`src/rtl/if_fetch_ctrl_pkg.sv`:
```
// Shared widths, chip-enable levels and fetch FSM encodings for the IF stage.
package if_fetch_ctrl_pkg;

  localparam int unsigned InstAddrBus   = 32;
  localparam int unsigned InstBus       = 64;
  localparam int unsigned FetchStateBus = 2;

  localparam logic ChipEnable  = 1'b1;
  localparam logic ChipDisable = 1'b0;

  localparam logic [InstBus-1:0] ZeroDoubleWord = '0;

  typedef enum logic [FetchStateBus-1:0] {
    FETCH_IDLE = 2'd0,
    FETCH_RUN  = 2'd1,
    FETCH_HALT = 2'd2
  } fetch_state_t;

  // One prefetch entry: the fetch address travels with its instruction.
  typedef struct packed {
    logic [InstAddrBus-1:0] pc;
    logic [InstBus-1:0]     inst;
  } fetch_entry_t;

endpackage

```
`src/rtl/if_fetch_ctrl_if.sv`:
```
// ROM bus and IF->ID handshake bundle; master is the fetch controller.
interface if_fetch_ctrl_if;
  import if_fetch_ctrl_pkg::*;

  logic                   rom_ce_o;
  logic [InstAddrBus-1:0] rom_addr_o;
  logic [InstBus-1:0]     rom_inst_i;
  logic                   if_valid_o;
  logic [InstBus-1:0]     if_inst_o;
  logic [InstAddrBus-1:0] if_pc_o;
  logic                   id_ready_i;

  modport master (
    output rom_ce_o, rom_addr_o, if_valid_o, if_inst_o, if_pc_o,
    input  rom_inst_i, id_ready_i
  );

  modport slave (
    input  rom_ce_o, rom_addr_o, if_valid_o, if_inst_o, if_pc_o,
    output rom_inst_i, id_ready_i
  );

endinterface

```
`src/rtl/if_fetch_ctrl_fifo.sv`:
```
// Prefetch FIFO: DEPTH x {pc, inst}, combinational head, synchronous clear.
module fetch_fifo
  import if_fetch_ctrl_pkg::*;
#(
  parameter  int unsigned DEPTH = 2,
  localparam int unsigned CW    = $clog2(DEPTH) + 1
) (
  input  logic         clk,
  input  logic         rst,
  input  logic         push,
  input  logic         pop,
  input  logic         clear,
  input  fetch_entry_t wr_data,
  output fetch_entry_t rd_data,
  output logic         valid,
  output logic [CW-1:0] count
);

  localparam int unsigned PW = $clog2(DEPTH);

  fetch_entry_t    mem [DEPTH];
  logic [PW-1:0]   wr_ptr;
  logic [PW-1:0]   rd_ptr;

  // Pointer and occupancy bookkeeping; clear overrides push/pop.
  always_ff @(posedge clk or negedge rst) begin
    if (!rst) begin
      wr_ptr <= '0;
      rd_ptr <= '0;
      count  <= '0;
    end else if (clear) begin
      wr_ptr <= '0;
      rd_ptr <= '0;
      count  <= '0;
    end else begin
      if (push) wr_ptr <= wr_ptr + 1'b1;
      if (pop)  rd_ptr <= rd_ptr + 1'b1;
      count <= count + CW'(push) - CW'(pop);
    end
  end

  // Storage write; contents need no reset since the head is gated by valid.
  always_ff @(posedge clk) begin
    if (push && !clear) mem[wr_ptr] <= wr_data;
  end

  assign valid   = (count != '0);
  assign rd_data = valid ? mem[rd_ptr] : '0;

endmodule

```
`src/rtl/if_fetch_ctrl.sv`:
```
// Instruction-fetch controller: owns the PC, drives inst_rom, buffers
// fetched words in a small FIFO toward ID. Supports start/halt/flush.
module if_fetch_ctrl
  import if_fetch_ctrl_pkg::*;
#(
  parameter  logic [31:0] RESET_PC = 32'h0000_0000,
  parameter  logic [31:0] PC_INC   = 32'd16,
  parameter  int unsigned DEPTH    = 2,
  localparam int unsigned CW       = $clog2(DEPTH) + 1
) (
  input  logic                   clk,
  input  logic                   rst,
  input  logic                   start_i,
  input  logic                   halt_i,
  input  logic                   flush_i,
  input  logic [InstAddrBus-1:0] new_pc_i,
  if_fetch_ctrl_if.master        bus,
  output logic [CW-1:0]          fifo_cnt_o
);

  fetch_state_t           state;
  fetch_state_t           state_nxt;
  logic [InstAddrBus-1:0] pc;
  logic                   pop;
  logic                   push;
  logic                   full;
  fetch_entry_t           head;

  assign full = (fifo_cnt_o == CW'(DEPTH));
  assign pop  = bus.if_valid_o & bus.id_ready_i;
  // A full FIFO still accepts a fetch when the head leaves the same cycle.
  assign push = (state == FETCH_RUN) & ~flush_i & (~full | pop);

  assign bus.rom_ce_o   = push ? ChipEnable : ChipDisable;
  assign bus.rom_addr_o = pc;
  assign bus.if_inst_o  = head.inst;
  assign bus.if_pc_o    = head.pc;

  // FSM state register.
  always_ff @(posedge clk or negedge rst) begin
    if (!rst) state <= FETCH_IDLE;
    else      state <= state_nxt;
  end

  // Next-state logic; halt beats start while running, flush never moves state.
  always_comb begin
    state_nxt = state;
    unique case (state)
      FETCH_IDLE: if (start_i) state_nxt = FETCH_RUN;
      FETCH_RUN:  if (halt_i)  state_nxt = FETCH_HALT;
      FETCH_HALT: if (start_i) state_nxt = FETCH_RUN;
      default:                 state_nxt = FETCH_IDLE;
    endcase
  end

  // PC: redirect on flush, advance on every issued ROM read, else hold.
  always_ff @(posedge clk or negedge rst) begin
    if (!rst)         pc <= RESET_PC;
    else if (flush_i) pc <= new_pc_i;
    else if (push)    pc <= pc + PC_INC;
  end

  fetch_fifo #(
    .DEPTH (DEPTH)
  ) u_fifo (
    .clk     (clk),
    .rst     (rst),
    .push    (push),
    .pop     (pop),
    .clear   (flush_i),
    .wr_data ('{pc: pc, inst: bus.rom_inst_i}),
    .rd_data (head),
    .valid   (bus.if_valid_o),
    .count   (fifo_cnt_o)
  );

endmodule

```
`src/flat_wrapper.sv`:
```
// flat-port wrapper written by rule: the top's interface ports become plain ports
module if_fetch_ctrl_flat import if_fetch_ctrl_pkg::*;
#(
  parameter  logic [31:0] RESET_PC = 32'h0000_0000,
  parameter  logic [31:0] PC_INC   = 32'd16,
  parameter  int unsigned DEPTH    = 2,
  localparam int unsigned CW       = $clog2(DEPTH) + 1
)
  (clk, rst, start_i, halt_i, flush_i, new_pc_i, fifo_cnt_o, bus_rom_ce_o, bus_rom_addr_o, bus_if_valid_o, bus_if_inst_o, bus_if_pc_o, bus_rom_inst_i, bus_id_ready_i);
  if_fetch_ctrl_if bus_i ();
  input  logic clk;
  input  logic rst;
  input  logic start_i;
  input  logic halt_i;
  input  logic flush_i;
  input  logic [InstAddrBus-1:0] new_pc_i;
  output logic [CW-1:0] fifo_cnt_o;
  output wire logic [$bits(bus_i.rom_ce_o)-1:0] bus_rom_ce_o;
  output wire logic [$bits(bus_i.rom_addr_o)-1:0] bus_rom_addr_o;
  output wire logic [$bits(bus_i.if_valid_o)-1:0] bus_if_valid_o;
  output wire logic [$bits(bus_i.if_inst_o)-1:0] bus_if_inst_o;
  output wire logic [$bits(bus_i.if_pc_o)-1:0] bus_if_pc_o;
  input wire logic [$bits(bus_i.rom_inst_i)-1:0] bus_rom_inst_i;
  input wire logic [$bits(bus_i.id_ready_i)-1:0] bus_id_ready_i;
  assign bus_rom_ce_o = bus_i.rom_ce_o;
  assign bus_rom_addr_o = bus_i.rom_addr_o;
  assign bus_if_valid_o = bus_i.if_valid_o;
  assign bus_if_inst_o = bus_i.if_inst_o;
  assign bus_if_pc_o = bus_i.if_pc_o;
  assign bus_i.rom_inst_i = bus_rom_inst_i;
  assign bus_i.id_ready_i = bus_id_ready_i;
  if_fetch_ctrl #(.RESET_PC(RESET_PC), .PC_INC(PC_INC), .DEPTH(DEPTH)) u_core (.clk(clk), .rst(rst), .start_i(start_i), .halt_i(halt_i), .flush_i(flush_i), .new_pc_i(new_pc_i), .bus(bus_i), .fifo_cnt_o(fifo_cnt_o));
endmodule
```
`config.mk`:
```
export PLATFORM = sky130hd
export DESIGN_NAME = if_fetch_ctrl_flat
export DESIGN_NICKNAME = d
export VERILOG_FILES = /design/src/rtl/if_fetch_ctrl_pkg.sv /design/src/rtl/if_fetch_ctrl_if.sv /design/src/rtl/if_fetch_ctrl_fifo.sv /design/src/rtl/if_fetch_ctrl.sv /design/src/flat_wrapper.sv
export SDC_FILE = /design/constraint.sdc
export NUM_CORES = 1
export LEC_CHECK = 0
export CAP_MARGIN = 30
export CORE_MARGIN = 10
export CORE_UTILIZATION = 45
export DETAILED_ROUTE_END_ITERATION = 6
export GPL_TIMING_DRIVEN = 0
export PLACE_DENSITY = 0.74
export SETUP_SLACK_MARGIN = 0.2
export SLEW_MARGIN = 0
export SYNTH_ARGS = -nofsm -noshare
export SYNTH_HDL_FRONTEND = slang
export SYNTH_SLANG_ARGS = --single-unit
export TNS_END_PERCENT = 20
```
`constraint.sdc`:
```
create_clock -name clk -period 9.8 [get_ports clk]
set_input_delay 1.96 -clock clk [delete_from_list [all_inputs] [get_ports clk]]
set_output_delay 1.96 -clock clk [all_outputs]
set_load 0.01 [all_outputs]
```
# Word level (Yosys, flattened, before mapping)
# Memories as Yosys holds them, arrays and structs flattened.
# Index checks and enable logic that the tools add are counted.
# word_totals
word_cells,44
ff_bits,38
out_inout_bits,132
inputBits,102
memories,1
ramBits,192
# memory_table
memory,words,word_bits,rd,rd_clocked_by_memory_dff,write_ports,line_no,rtl
u_core.u_fifo.mem,2,96,1,0,1,if_fetch_ctrl_fifo.sv:21,fetch_entry_t mem [DEPTH];
# classes
n_mux,14
n_addsub,5
n_reduce_logical,8
bitwise,6
n_eq_ne,5
# op_table
op,count
two-way mux 96 bit,1
two-way mux 32 bit,2
adder 32 x 5 -> 32 bit (second input constant),1
two-way mux 1 bit,7
two-way mux 2 bit,3
nonzero test 2 bit,3
== test 2 bit (second input constant),2
case mux 2 bit (2 select lines),1
bitwise AND 1 bit,3
adder 1 bit (second input constant),2
adder 2 x 1 -> 2 bit,1
== test 2 x 1 -> 1 bit (second input constant),1
logical NOT 2 bit,1
!= test 2 x 1 -> 1 bit (second input constant),1
!= test 2 bit (second input constant),1
NOT 1 bit,2
AND reduction 2 bit,1
OR reduction 2 bit,1
subtractor 2 x 1 -> 2 bit,1
logical AND 1 bit,1
logical NOT 1 bit,1
OR 1 bit,1

# Logic depth before layout (Yosys ltp)
# Gate-level depths: netlist (run 1).
# depth
depth_word,7
ltp_mapped,10
ltp_nobuf,9

# Hierarchy
# A second synthesis (run 1) with hierarchy kept.
# hier_totals
cells_unflattened,642
area_unflattened_um2,9441.6
# by_module_without_submodules
module,seq_area_each_um2,cells_each,instances,area_per_inst_um2
fetch_fifo,5865.6,424,1,7460.9
if_fetch_ctrl,850.8,218,1,1980.6

# Worst setup path before layout (run 1)
# Ideal clock, no wire load.
# synth_timing
kind,input to register
from,in bus_id_ready_i
to,"mem u_core.u_fifo.mem[0][0] in the netlist's numbering, enable pin"
setup_ns,0.554
path_slack_ns,2.508
path_buffers,2
stages,5
required_ns,9.246
t_arrival_ns,6.739
cell_sequence,nor3b_1 or3_1 buf_2 buf_1 nor2_1
# synth_between
elab_chain_len,6
# synth_rtl
item,line_no,rtl
from (decl),flat_wrapper.sv:24,input wire logic [$bits(bus_i.id_ready_i)-1:0] bus_id_ready_i;
bitwise AND 1 bit,if_fetch_ctrl.sv:30,assign pop = bus.if_valid_o & bus.id_ready_i;
OR 1 bit,if_fetch_ctrl.sv:32,assign push = (state == FETCH_RUN) & ~flush_i & (~full | pop);
bitwise AND 1 bit,if_fetch_ctrl.sv:32,
logical AND 1 bit,if_fetch_ctrl_fifo.sv:44,if (push && !clear) mem[wr_ptr] <= wr_data;
two-way mux 1 bit,if_fetch_ctrl_fifo.sv:44,
two-way mux 1 bit (not written as such),if_fetch_ctrl_fifo.sv:44,
to (decl),if_fetch_ctrl_fifo.sv:21,
# No other way between the ends.

# Worst setup path after layout (run 1)
# layout_timing
from,in bus_id_ready_i
to,out bus_rom_ce_o
# layout_between
elab_chain_len,4
# layout_rtl
item,line_no,rtl
bitwise AND 1 bit,if_fetch_ctrl.sv:30,
OR 1 bit,if_fetch_ctrl.sv:32,
bitwise AND 1 bit,if_fetch_ctrl.sv:32,
two-way mux 1 bit,if_fetch_ctrl.sv:34,assign bus.rom_ce_o = push ? ChipEnable : ChipDisable;
to (decl),flat_wrapper.sv:18,output wire logic [$bits(bus_i.rom_ce_o)-1:0] bus_rom_ce_o;
# No other way between the ends.

==> results of run 1 <==
[final cells by class]
| type | count | share of cell area |
|---|---|---|
| timing repair buffer | 238 | 0.191 |
| multi-input combinational | 367 | 0.188 |
| inverter | 8 | 0.00273 |
| tap | 270 | 0.0263 |
| sequential | 230 | 0.524 |
| clock buffer | 36 | 0.0519 |
| antenna | 2 | 0.000390 |
| buffer | 32 | 0.0104 |
| clock inverter | 8 | 0.00614 |
[how the worst max path moves through the flow]
stage	slack [ps]	endpoint
final	3910	bus_rom_ce_o
after global routing	3860	bus_rom_ce_o
after CTS	3930	bus_rom_ce_o
after detailed placement	3950	bus_rom_ce_o
after global placement	-660	u_core.u_fifo.mem[0][28]$_DFFE_PP_
after floorplan	2510	u_core.u_fifo.mem[0][0]$_DFFE_PP_
[worst register-to-register path, stage by stage (launching register included)]
cell	delay, ps
sky130_fd_sc_hd__dfrtp_1	440
sky130_fd_sc_hd__nor3b_1	180
sky130_fd_sc_hd__or3_1	330
sky130_fd_sc_hd__buf_2	190
sky130_fd_sc_hd__buf_1	300
sky130_fd_sc_hd__nor2_4	780
sky130_fd_sc_hd__buf_16	260
sky130_fd_sc_hd__buf_16	200
[state kept, by name, indices dropped and copies added, names as in the netlist]
register	flops
u_core.bus.rom_addr_o	32
u_core.u_fifo.mem	192
u_core.u_fifo.wr_ptr	1
u_core.u_fifo.count	2
u_core.u_fifo.rd_ptr	1
u_core.state	2
[report_power, final]
group | leakage (nW) | switching (mW) | internal [mW] | total, mW
Sequential | 2.22 | 0.0582 | 1.18 | 1.23
Clock | 0.363 | 0.357 | 0.497 | 0.854
Combinational | 1.80 | 0.555 | 0.534 | 1.09
Total | 4.38 | 0.971 | 2.21 | 3.18
[Yosys cell counts (4+ instances only)]
master                       n
sky130_fd_sc_hd__edfxtp_1  192
sky130_fd_sc_hd__nor2_1    114
sky130_fd_sc_hd__mux2i_1    96
sky130_fd_sc_hd__dfrtp_1    38
sky130_fd_sc_hd__nand2_1    30
sky130_fd_sc_hd__clkbuf_1   19
sky130_fd_sc_hd__o21ai_0    16
sky130_fd_sc_hd__nand3_1    13
sky130_fd_sc_hd__buf_2       8
sky130_fd_sc_hd__nand4_1     8
sky130_fd_sc_hd__nor2b_1     8
sky130_fd_sc_hd__a221o_1     7
sky130_fd_sc_hd__inv_1       7
sky130_fd_sc_hd__o311ai_0    7
sky130_fd_sc_hd__a21oi_1     5
sky130_fd_sc_hd__nand2b_1    5
sky130_fd_sc_hd__o211ai_1    5
sky130_fd_sc_hd__and3_1      4
sky130_fd_sc_hd__buf_1       4
sky130_fd_sc_hd__mux2_2      4
sky130_fd_sc_hd__nor3_1      4
[metal layers]
| layer | track usage | routed length, microns | vias up |
|---|---|---|---|
| li1 | - | - | 2909 |
| met1 | 0.219 | 9690 | 3076 |
| met2 | 0.284 | 11300 | 279 |
| met3 | 0.0700 | 2910 | 22 |
| met4 | 0.0292 | 242 | 0 |
| met5 | 0 | 0 | - |
[stage by stage]
stage / setup WS (ps) / hold slack, ps / std cells
after floorplan: 2510 / 447 / 637
after global placement: -664 / 456 / 1140
after detailed placement: 3950 / 472 / 1145
after CTS: 3930 / 476 / 1189
after global routing: 3860 / 519 / 1189
final: 3910 / 473 / 1191
[logic make-up after synthesis]
| group | count (synthesis) | share of synthesized area |
|---|---|---|
| compound gates | 54 | 0.0418 |
| xor+xnor | 5 | 0.00472 |
| mux | 100 | 0.108 |
| fa+ha+maj | 3 | 0.00404 |
| flops | 230 | 0.724 |
| buf+inv | 40 | 0.0182 |
| simple gates | 205 | 0.0993 |
==> key figures, run 1 <==
Run status
  • Outcome: complete, no violations

Route
  • Number of design-rule violations left by the first detailed-router iteration: around 410
  • Routed Antenna Nets: 0
  • Routed wirelength normalized by instance count: between 20 and 25 microns
  • Vias after detailed routing: 6286
  • Pre-Repair DR Iteration Count: 5
  • Vias per inst: roughly 5.3
  • Total Routed Length: between 20 and 25 mm
  • Remaining DRCs: 0

Clocking
  • Number of buffers created by CTS: 24
  • Clock latency reported for the late side of the worst-skew pair: 510 ps
  • CTS tree: built
  • H-tree lvl count: 1
  • Total clock sinks: 230
  • Number of buffers added for setup after CTS: 0
  • Post-CTS resize count: 0
  • Post-CTS Hold Fix Bufs: 0
  • Root buffer cell: sky130_fd_sc_hd__clkbuf_16
  • Worst-path clk slew: about 60 ps
  • Bufs on Longest Clock Path: 3

STA
  • Minimum clock period: 5890 ps
  • Total negative setup slack: 0 ps
  • Headroom to the max-slew limit: 0.391
  • Hold Fails Final Rpt: 0
  • Post-route clock period utilization: 0.601
  • Setup violators final: 0
  • Final-report max-slew violation count: 0
  • Least-Margin Pin Slew: between 900 and 1000 ps
  • Final setup skew: roughly 17 ps
  • Highest attainable clock frequency: between 150 and 200 MHz
  • Setup repair after global routing missed its margin: false

Setup path
  • Cell depth of the worst flop-to-flop path: 7
  • List of cells traversed by the critical path: clkdlybuf4s50_1, nor3b_1, or3_1, buf_2, clkinv_4, buf_4, clkdlybuf4s50_1
  • Delay of the slowest cell on the worst path: 570 ps
  • Crit path DAT: 3930 ps
  • Reg-to-reg slack, setup: about 7000 ps
  • Worst path required time: 7840 ps
  • Kind of capture point of the worst setup path: primary output
  • Worst Setup Path Type: in -> out
  • Number of cells on the critical path: 7
  • Startpoint of the most critical register-to-register path: u_core.u_fifo.count[1]$_DFF_PN0_
  • Crit Reg-Reg Endpoint: u_core.u_fifo.mem[0][40]$_DFFE_PP_
  • Number of buffer and inverter instances along the worst setup path: 5
  • Crit. Startpoint: bus_id_ready_i
  • Type of origin of the critical path: input pin
  • Crit path top cell by count: sky130_fd_sc_hd__clkdlybuf4s50_1
  • Crit-path leading delay family: buffers and inverters
  • Largest driver fanout on the critical path: 10
  • Crit path max-delay cell type: sky130_fd_sc_hd__clkdlybuf4s50_1

Synth
  • Cell area after synthesis: slightly above 0.009 sq mm
  • Number of synthesis warnings: 0
  • Sequential-to-total area share from yosys stat: 0.724
  • Post-synthesis cell type with the largest combined area: sky130_fd_sc_hd__edfxtp_1
  • Syn_nets: 742
  • Most used flip-flop cell after synthesis: sky130_fd_sc_hd__edfxtp_1
  • Number of synthesized flops with an enable pin: 192
  • Number of flip-flops and latches in the synthesized netlist: between 200 and 250
  • Mean area per synthesized cell: ~15 sq um
  • Ranking of synthesized cells by area: sky130_fd_sc_hd__edfxtp_1 (62%), sky130_fd_sc_hd__mux2i_1 (10%), sky130_fd_sc_hd__dfrtp_1 (10%), sky130_fd_sc_hd__nor2_1 (4.6%), sky130_fd_sc_hd__nand2_1 (1.2%)
  • Proportion of synthesized flip-flops having asynchronous set or reset: 0.165
  • Count of cell types in the netlist: 50
  • Proportion of netlist area held by the largest area contributor: 0.621
  • Gate count of the mapped netlist: 637

Placement
  • Routability cong.: between 0.8 and 0.9
  • Number of port buffers: roughly 230
  • HPWL after detailed placement: 17.1 mm
  • Post-DP Area: 0.0121 sq mm

Job
  • Max-cap violations: 0

Global routing
  • Number of global-route vias before repair: around 6300
  • Total routing resource utilization after global routing: 0.175
  • Antenna violations before repair: 2
  • Largest net degree at the start of global routing: 66
  • Global-route wire length before repair: roughly 37 mm
  • Global route overflow: 0

Floorplan
  • Number of standard-cell rows in the floorplan: 52
  • Die extent in y: approximately 160 microns
  • Die outline area: 0.0268 sq mm
  • Core outline area: a little over 0.02 sq mm
  • Floorplan die width: between 150 and 200 microns
  • Count of pins on the block boundary: between 200 and 250
  • Initial cell density of the core: 0.459

Final layout
  • Area growth from synthesis to layout: 38.2%
  • Multi-input gate area: ~0.0024 sq mm
  • Finished layout cell area: about 0.013 sq mm
  • Most common library cell in the layout ignoring fill and taps: sky130_fd_sc_hd__clkdlybuf4s50_1
  • Layout Utilization: 0.634
  • Area occupied by registers: between 0.006 and 0.007 sq mm
  • Share of layout cells above drive strength 1: 0.0675
  • Filler Cells Inserted: between 1500 and 2000
  • Total number of nets in the final design: 1006
  • Most frequent cells in the layout: sky130_fd_sc_hd__clkdlybuf4s50_1 (232), sky130_fd_sc_hd__edfxtp_1 (192), sky130_fd_sc_hd__nor2_1 (113)

Pwr
  • Leakage power summed over all cells: between 4 and 5 nW
  • Worst vdd rail ir drop: 0.000154 V
  • Overall Power: 3.18 mW
  • PD cells: 248 mW/mm^2

Hold path
  • Hold path startpoint: u_core.state[0]$_DFFE_PN0P_
  • Worst-case hold path end point: u_core.state[1]$_DFFE_PN0P_
  • Worst hold stages: 1
  • Tightest Hold Check Type: reg -> reg
Power figures use the tool's default switching activity.
==> run 2: changes to the inputs <==
Settings changed: CORE_UTILIZATION 45 to 44, PLACE_DENSITY 0.74 to 0.76.
Clock period 9.8 ns to 5 ns, I/O delays scaled along.
==> run 2 against run 1 <==
Critical endpoint is now bus_if_pc_o[17]. Non-clock buffer count unchanged. Critical path depth decreased by 2. Flip-flop and latch count did not move. Via count down 0.87%. Combinational power up 95%. Clock skew shrank 6.9 ps.
==> key figures, run 2 (synthesis results as in run 1) <==
Final layout
  • Non-Filler Instances: roughly 1200
  • Total inserted antenna cells: 0
  • Total number of nets in the final design: 1007
  • Area growth from synthesis to layout: 38.5%
  • Layout Utilization: 0.615
  • Share of layout cells above drive strength 1: 0.0728
  • Finished layout cell area: about 0.013 sq mm
  • Number of flip-flops under the largest register name: between 150 and 200
  • Most common library cell in the layout ignoring fill and taps: sky130_fd_sc_hd__clkdlybuf4s50_1
  • Register with the most flip-flops: u_core.u_fifo.mem
  • Most frequent cells in the layout: sky130_fd_sc_hd__clkdlybuf4s50_1 (232), sky130_fd_sc_hd__edfxtp_1 (192), sky130_fd_sc_hd__nor2_1 (113)

Placement
  • Post-DP Area: roughly 0.012 sq mm
  • Number of port buffers: roughly 230
  • Routability cong.: slightly below 0.9
  • HPWL after detailed placement: between 15 and 20 mm
  • Cells after DPL: roughly 1200

Setup path
  • Reg-to-reg slack, setup: about 1900 ps
  • Crit Reg-Reg Endpoint: u_core.u_fifo.mem[0][14]$_DFFE_PP_
  • Type of origin of the critical path: flip-flop
  • Kind of capture point of the worst setup path: primary output
  • Cell depth of the worst flop-to-flop path: 8
  • Startpoint of the most critical register-to-register path: u_core.u_fifo.count[1]$_DFF_PN0_
  • Largest driver fanout on the critical path: 10
  • Crit path DAT: 3350 ps
  • Worst path required time: approximately 4000 ps
  • Worst Setup Path Type: reg -> out

Route
  • Pre-Repair DR Iteration Count: 6
  • Number of design-rule violations left by the first detailed-router iteration: 310
  • Total Routed Length: between 20 and 25 mm
  • Routed wirelength normalized by instance count: 20.3 microns
  • Remaining DRCs: 0
  • Vias after detailed routing: approximately 6200
  • Vias per inst: between 5 and 6
  • Routed Antenna Nets: 0

Pwr
  • Leakage power summed over all cells: approximately 4.4 nW
  • PD cells: around 500 mW/mm^2
  • Overall Power: about 6.3 mW
  • Worst vdd rail ir drop: ~0.00036 V

Clocking
  • Post-CTS Hold Fix Bufs: 0
  • Number of buffers created by CTS: 25
  • H-tree lvl count: 1
  • Clock latency reported for the late side of the worst-skew pair: around 510 ps
  • Post-CTS resize count: 0
  • Worst-path clk slew: roughly 60 ps
  • Bufs on Longest Clock Path: 3
  • Total clock sinks: 230
  • Root buffer cell: sky130_fd_sc_hd__clkbuf_16
  • CTS tree: built
  • Number of buffers added for setup after CTS: 0

Hold path
  • Tightest Hold Check Type: in -> async

Global routing
  • Global route overflow: 0
  • Antenna violations before repair: 1
  • Global-route wire length before repair: roughly 36 mm
  • Largest net degree at the start of global routing: a little over 50
  • Total routing resource utilization after global routing: 0.168
  • Number of global-route vias before repair: between 6000 and 7000

Floorplan
  • Die outline area: 0.0273 sq mm
  • Number of standard-cell rows in the floorplan: 53
  • Floorplan die width: 165 microns
  • Initial cell density of the core: 0.444
  • Count of pins on the block boundary: 234
  • Die extent in y: 165 microns
  • Core outline area: between 0.02 and 0.025 sq mm

STA
  • Post-route clock period utilization: 0.871
  • Minimum clock period: roughly 4400 ps
  • Least-Margin Pin Slew: approximately 890 ps
  • Setup violators final: 0
  • Total negative setup slack: 0 ps
  • Final-report max-slew violation count: 0
  • Setup repair after global routing missed its margin: false
  • Headroom to the max-slew limit: 0.406
  • Hold Fails Final Rpt: 0
  • Highest attainable clock frequency: roughly 230 MHz
  • Final setup skew: around 10 ps

Job
  • Max-cap violations: 0

Run status
  • Outcome: complete, no violations
==> run 2: cell types whose count changed in the layout (fill, tap and decap cells not counted), sizes merged <==
cell	before	now
clkbuf	55	49
clkinv	7	9
clkinvlp	1	6
diode	2	0
==> run 2: metrics by stage <==
stage | worst slack, ps | hold slack [ps]
after floorplan | 298 | 447
after global placement | -1930 | 462
after detailed placement | 833 | 480
after CTS | 549 | 370
after global routing | 418 | 384
final | 647 | 386
==> run 2: cell type report <==
class,count,area (sq um)
timing repair buffer,238,2440
tap,275,344
clock buffer,30,654
clock inverter,15,120
sequential,230,6720
inverter,8,35.0
fill,1618,8040
buffer,32,134
multi-input combinational,367,2410
==> run 2: worst max-delay path, stage by stage, from the launching register on <==
cell and delay (ps):
sky130_fd_sc_hd__dfrtp_1 420, sky130_fd_sc_hd__nor2_1 700, sky130_fd_sc_hd__clkbuf_1 510, sky130_fd_sc_hd__buf_1 550
sky130_fd_sc_hd__nor2_1 110, sky130_fd_sc_hd__clkdlybuf4s50_1 540
==> run 2: worst max path at each step <==
| stage | from | slack [ps] | cells after the start | to |
|---|---|---|---|---|
| 2_1_floorplan | bus_id_ready_i | 300 | 5 | u_core.u_fifo.mem[0][0]$_DFFE_PP_ |
| 3_3_place_gp | flush_i | -1930 | 5 | u_core.u_fifo.mem[0][11]$_DFFE_PP_ |
| 3_5_place_dp | flush_i | 830 | 8 | u_core.u_fifo.mem[0][11]$_DFFE_PP_ |
| 4_1_cts | u_core.u_fifo.count[1]$_DFF_PN0_ | 550 | 5 | bus_if_pc_o[17] |
| 5_1_grt | u_core.u_fifo.count[1]$_DFF_PN0_ | 420 | 5 | bus_if_pc_o[11] |
| 6_report | u_core.u_fifo.count[1]$_DFF_PN0_ | 650 | 5 | bus_if_pc_o[17] |
==> run 2: where the power goes <==
group          internal, mW  total [mW]  leakage [nW]  switching, mW
clock network         0.988        1.72         0.362          0.734
registers              2.31        2.42          2.22          0.113
logic                  1.04        2.13          1.80           1.09
total                  4.34        6.27          4.38           1.93
==> run 2: layer usage <==
metal  share of wire  track usage  up-vias  wire length [microns]
met5         0.00054            0        -                     13
met4           0.015       0.0354        2                    362
met3            0.12       0.0702       37                   3010
met2            0.47        0.279      280                  11400
met1            0.39        0.200     3007                   9460
li1                -            -     2905                      -
==> run 3: changes to the inputs <==
Settings changed: CORE_ASPECT_RATIO from default to 1.75, SLEW_MARGIN 0 to 30.
==> run 3 against run 2 <==
Final cell count decreased by 2.2%. Maximum frequency increased by 2.5%. Setup slack improved by 110 ps. Sequential share of layout area increased by 0.097 points. Core utilization about the same. Die area increased by 0.84%. First-iteration DRC count increased by 22%. Wire length increased by 1.4%. Register-to-register slack improved by 510 ps. Critical path depth unchanged.
==> key figures, run 3 (synthesis results as in run 1) <==
Global routing
  • Global route overflow: 0
  • Antenna violations before repair: 2
  • Largest net degree at the start of global routing: between 40 and 50
  • Total routing resource utilization after global routing: 0.174
  • Global-route wire length before repair: 37.0 mm
  • Number of global-route vias before repair: roughly 6500

Placement
  • Number of port buffers: between 200 and 250
  • Post-DP Area: roughly 0.012 sq mm
  • Routability cong.: around 0.84
  • HPWL after detailed placement: between 15 and 20 mm
  • Cells after DPL: 1130

Pwr
  • PD cells: a little under 500 mW/mm^2
  • Leakage power summed over all cells: about 4.4 nW
  • Worst vdd rail ir drop: about 0.00026 V

STA
  • Highest attainable clock frequency: 235 MHz
  • Hold Fails Final Rpt: 0
  • Total negative setup slack: 0 ps
  • Final-report max-slew violation count: 0
  • Setup repair after global routing missed its margin: false
  • Headroom to the max-slew limit: 0.418
  • Setup violators final: 0
  • Post-route clock period utilization: 0.849
  • Final setup skew: 8.36 ps
  • Least-Margin Pin Slew: slightly below 900 ps
  • Worst Hold Slack: around 500 ps
  • Minimum clock period: about 4200 ps

Clocking
  • Root buffer cell: sky130_fd_sc_hd__clkbuf_16
  • Post-CTS Hold Fix Bufs: 0
  • Post-CTS resize count: 0
  • Number of buffers created by CTS: 21
  • Clock latency reported for the late side of the worst-skew pair: 490 ps
  • Number of buffers added for setup after CTS: 0
  • H-tree lvl count: 1
  • Total clock sinks: 230
  • CTS tree: built
  • Worst-path clk slew: approximately 70 ps
  • Bufs on Longest Clock Path: 3

Floorplan
  • Die extent in y: around 210 microns
  • Floorplan die width: between 100 and 150 microns
  • Count of pins on the block boundary: around 230
  • Number of standard-cell rows in the floorplan: 70
  • Initial cell density of the core: 0.445
  • Core outline area: ~0.021 sq mm
  • Die outline area: between 0.02 and 0.03 sq mm

Final layout
  • Filler Cells Inserted: 1630
  • Number of flip-flops under the largest register name: about 190
  • Register with the most flip-flops: u_core.u_fifo.mem
  • Multi-input gate area: 0.00241 sq mm
  • Share of layout cells above drive strength 1: 0.0656
  • Area occupied by registers: 0.00672 sq mm
  • Most frequent cells in the layout: sky130_fd_sc_hd__clkdlybuf4s50_1 (232), sky130_fd_sc_hd__edfxtp_1 (192), sky130_fd_sc_hd__nor2_1 (113)
  • Non-Filler Instances: around 1200
  • Total number of nets in the final design: just over 1000
  • Most common library cell in the layout ignoring fill and taps: sky130_fd_sc_hd__clkdlybuf4s50_1
  • Finished layout cell area: between 0.01 and 0.015 sq mm
  • Area growth from synthesis to layout: 38.2%
  • Layout Utilization: 0.615

Setup path
  • Type of origin of the critical path: flip-flop
  • Crit path DAT: ~3300 ps
  • Worst Setup Path Type: reg -> out
  • Kind of capture point of the worst setup path: primary output
  • Worst path required time: ~4000 ps
  • Largest driver fanout on the critical path: 10

Hold path
  • Tightest Hold Check Type: in -> async

Route
  • Pre-Repair DR Iteration Count: 5
  • Number of design-rule violations left by the first detailed-router iteration: between 300 and 400
  • Vias per inst: ~5.2
  • Remaining DRCs: 0
  • Total Routed Length: between 20 and 25 mm
  • Routed wirelength normalized by instance count: 21.0 microns
  • Routed Antenna Nets: 0
  • Vias after detailed routing: just over 6000

Job
  • Max-cap violations: 0

Run status
  • Outcome: complete, no violations
-- run 3: final timing paths --
kind / from / endpoint / slack, ps / cells past startpoint
worst max-delay path: u_core.u_fifo.count[1]$_DFF_PN0_ / bus_if_pc_o[11] / 750 / 5
worst min-delay path: rst / u_core.bus.rom_addr_o[2]$_DFFE_PN0P_ / 500 / 1
worst max register to register: u_core.u_fifo.count[1]$_DFF_PN0_ / u_core.u_fifo.mem[0][7]$_DFFE_PP_ / 2420 / 8
worst min register to register: u_core.state[0]$_DFFE_PN0P_ / u_core.state[1]$_DFFE_PN0P_ / 500 / 1
max in group asynchronous: rst / u_core.bus.rom_addr_o[17]$_DFFE_PN0P_ / 4010 / 2
min in group clk: u_core.state[0]$_DFFE_PN0P_ / u_core.state[1]$_DFFE_PN0P_ / 500 / 1
-- run 3: final cells by class --
cell class | count | area share
antenna | 2 | 0.000390
buffer | 32 | 0.0104
clock buffer | 28 | 0.0430
clock inverter | 9 | 0.00975
inverter | 8 | 0.00273
multi-input combinational | 367 | 0.188
sequential | 230 | 0.524
tap | 252 | 0.0246
timing repair buffer | 241 | 0.198
-- run 3: worst max-delay path, stage by stage, from the launching register on --
cell,delay (ps)
sky130_fd_sc_hd__dfrtp_1,430
sky130_fd_sc_hd__nor2_1,640
sky130_fd_sc_hd__clkbuf_1,490
sky130_fd_sc_hd__buf_1,550
sky130_fd_sc_hd__nor2_1,100
sky130_fd_sc_hd__clkdlybuf4s50_1,540
-- run 3: metrics by stage --
| stage | setup slack (ps) | power (mW) |
|---|---|---|
| 6_report | 754 | 6.19 |
| 5_1_grt | 532 | 6.48 |
| 4_1_cts | 649 | 6.26 |
| 3_5_place_dp | 1040 | 4.66 |
| 3_3_place_gp | -1820 | 4.60 |
| 2_1_floorplan | 298 | 3.45 |
-- run 3: power by group --
part | switching, mW | internal, mW | total (mW)
clock network | 0.669 | 0.934 | 1.60
registers | 0.115 | 2.30 | 2.42
logic | 1.10 | 1.07 | 2.16
-- run 3: per-layer routing --
layer | wire (microns) | global-route usage | share of wire
met1 | 8190 | 0.171 | 0.33
met4 | 1050 | 0.0818 | 0.043
met5 | 0 | 0 | 0
met2 | 13800 | 0.330 | 0.56
met3 | 1540 | 0.0389 | 0.063
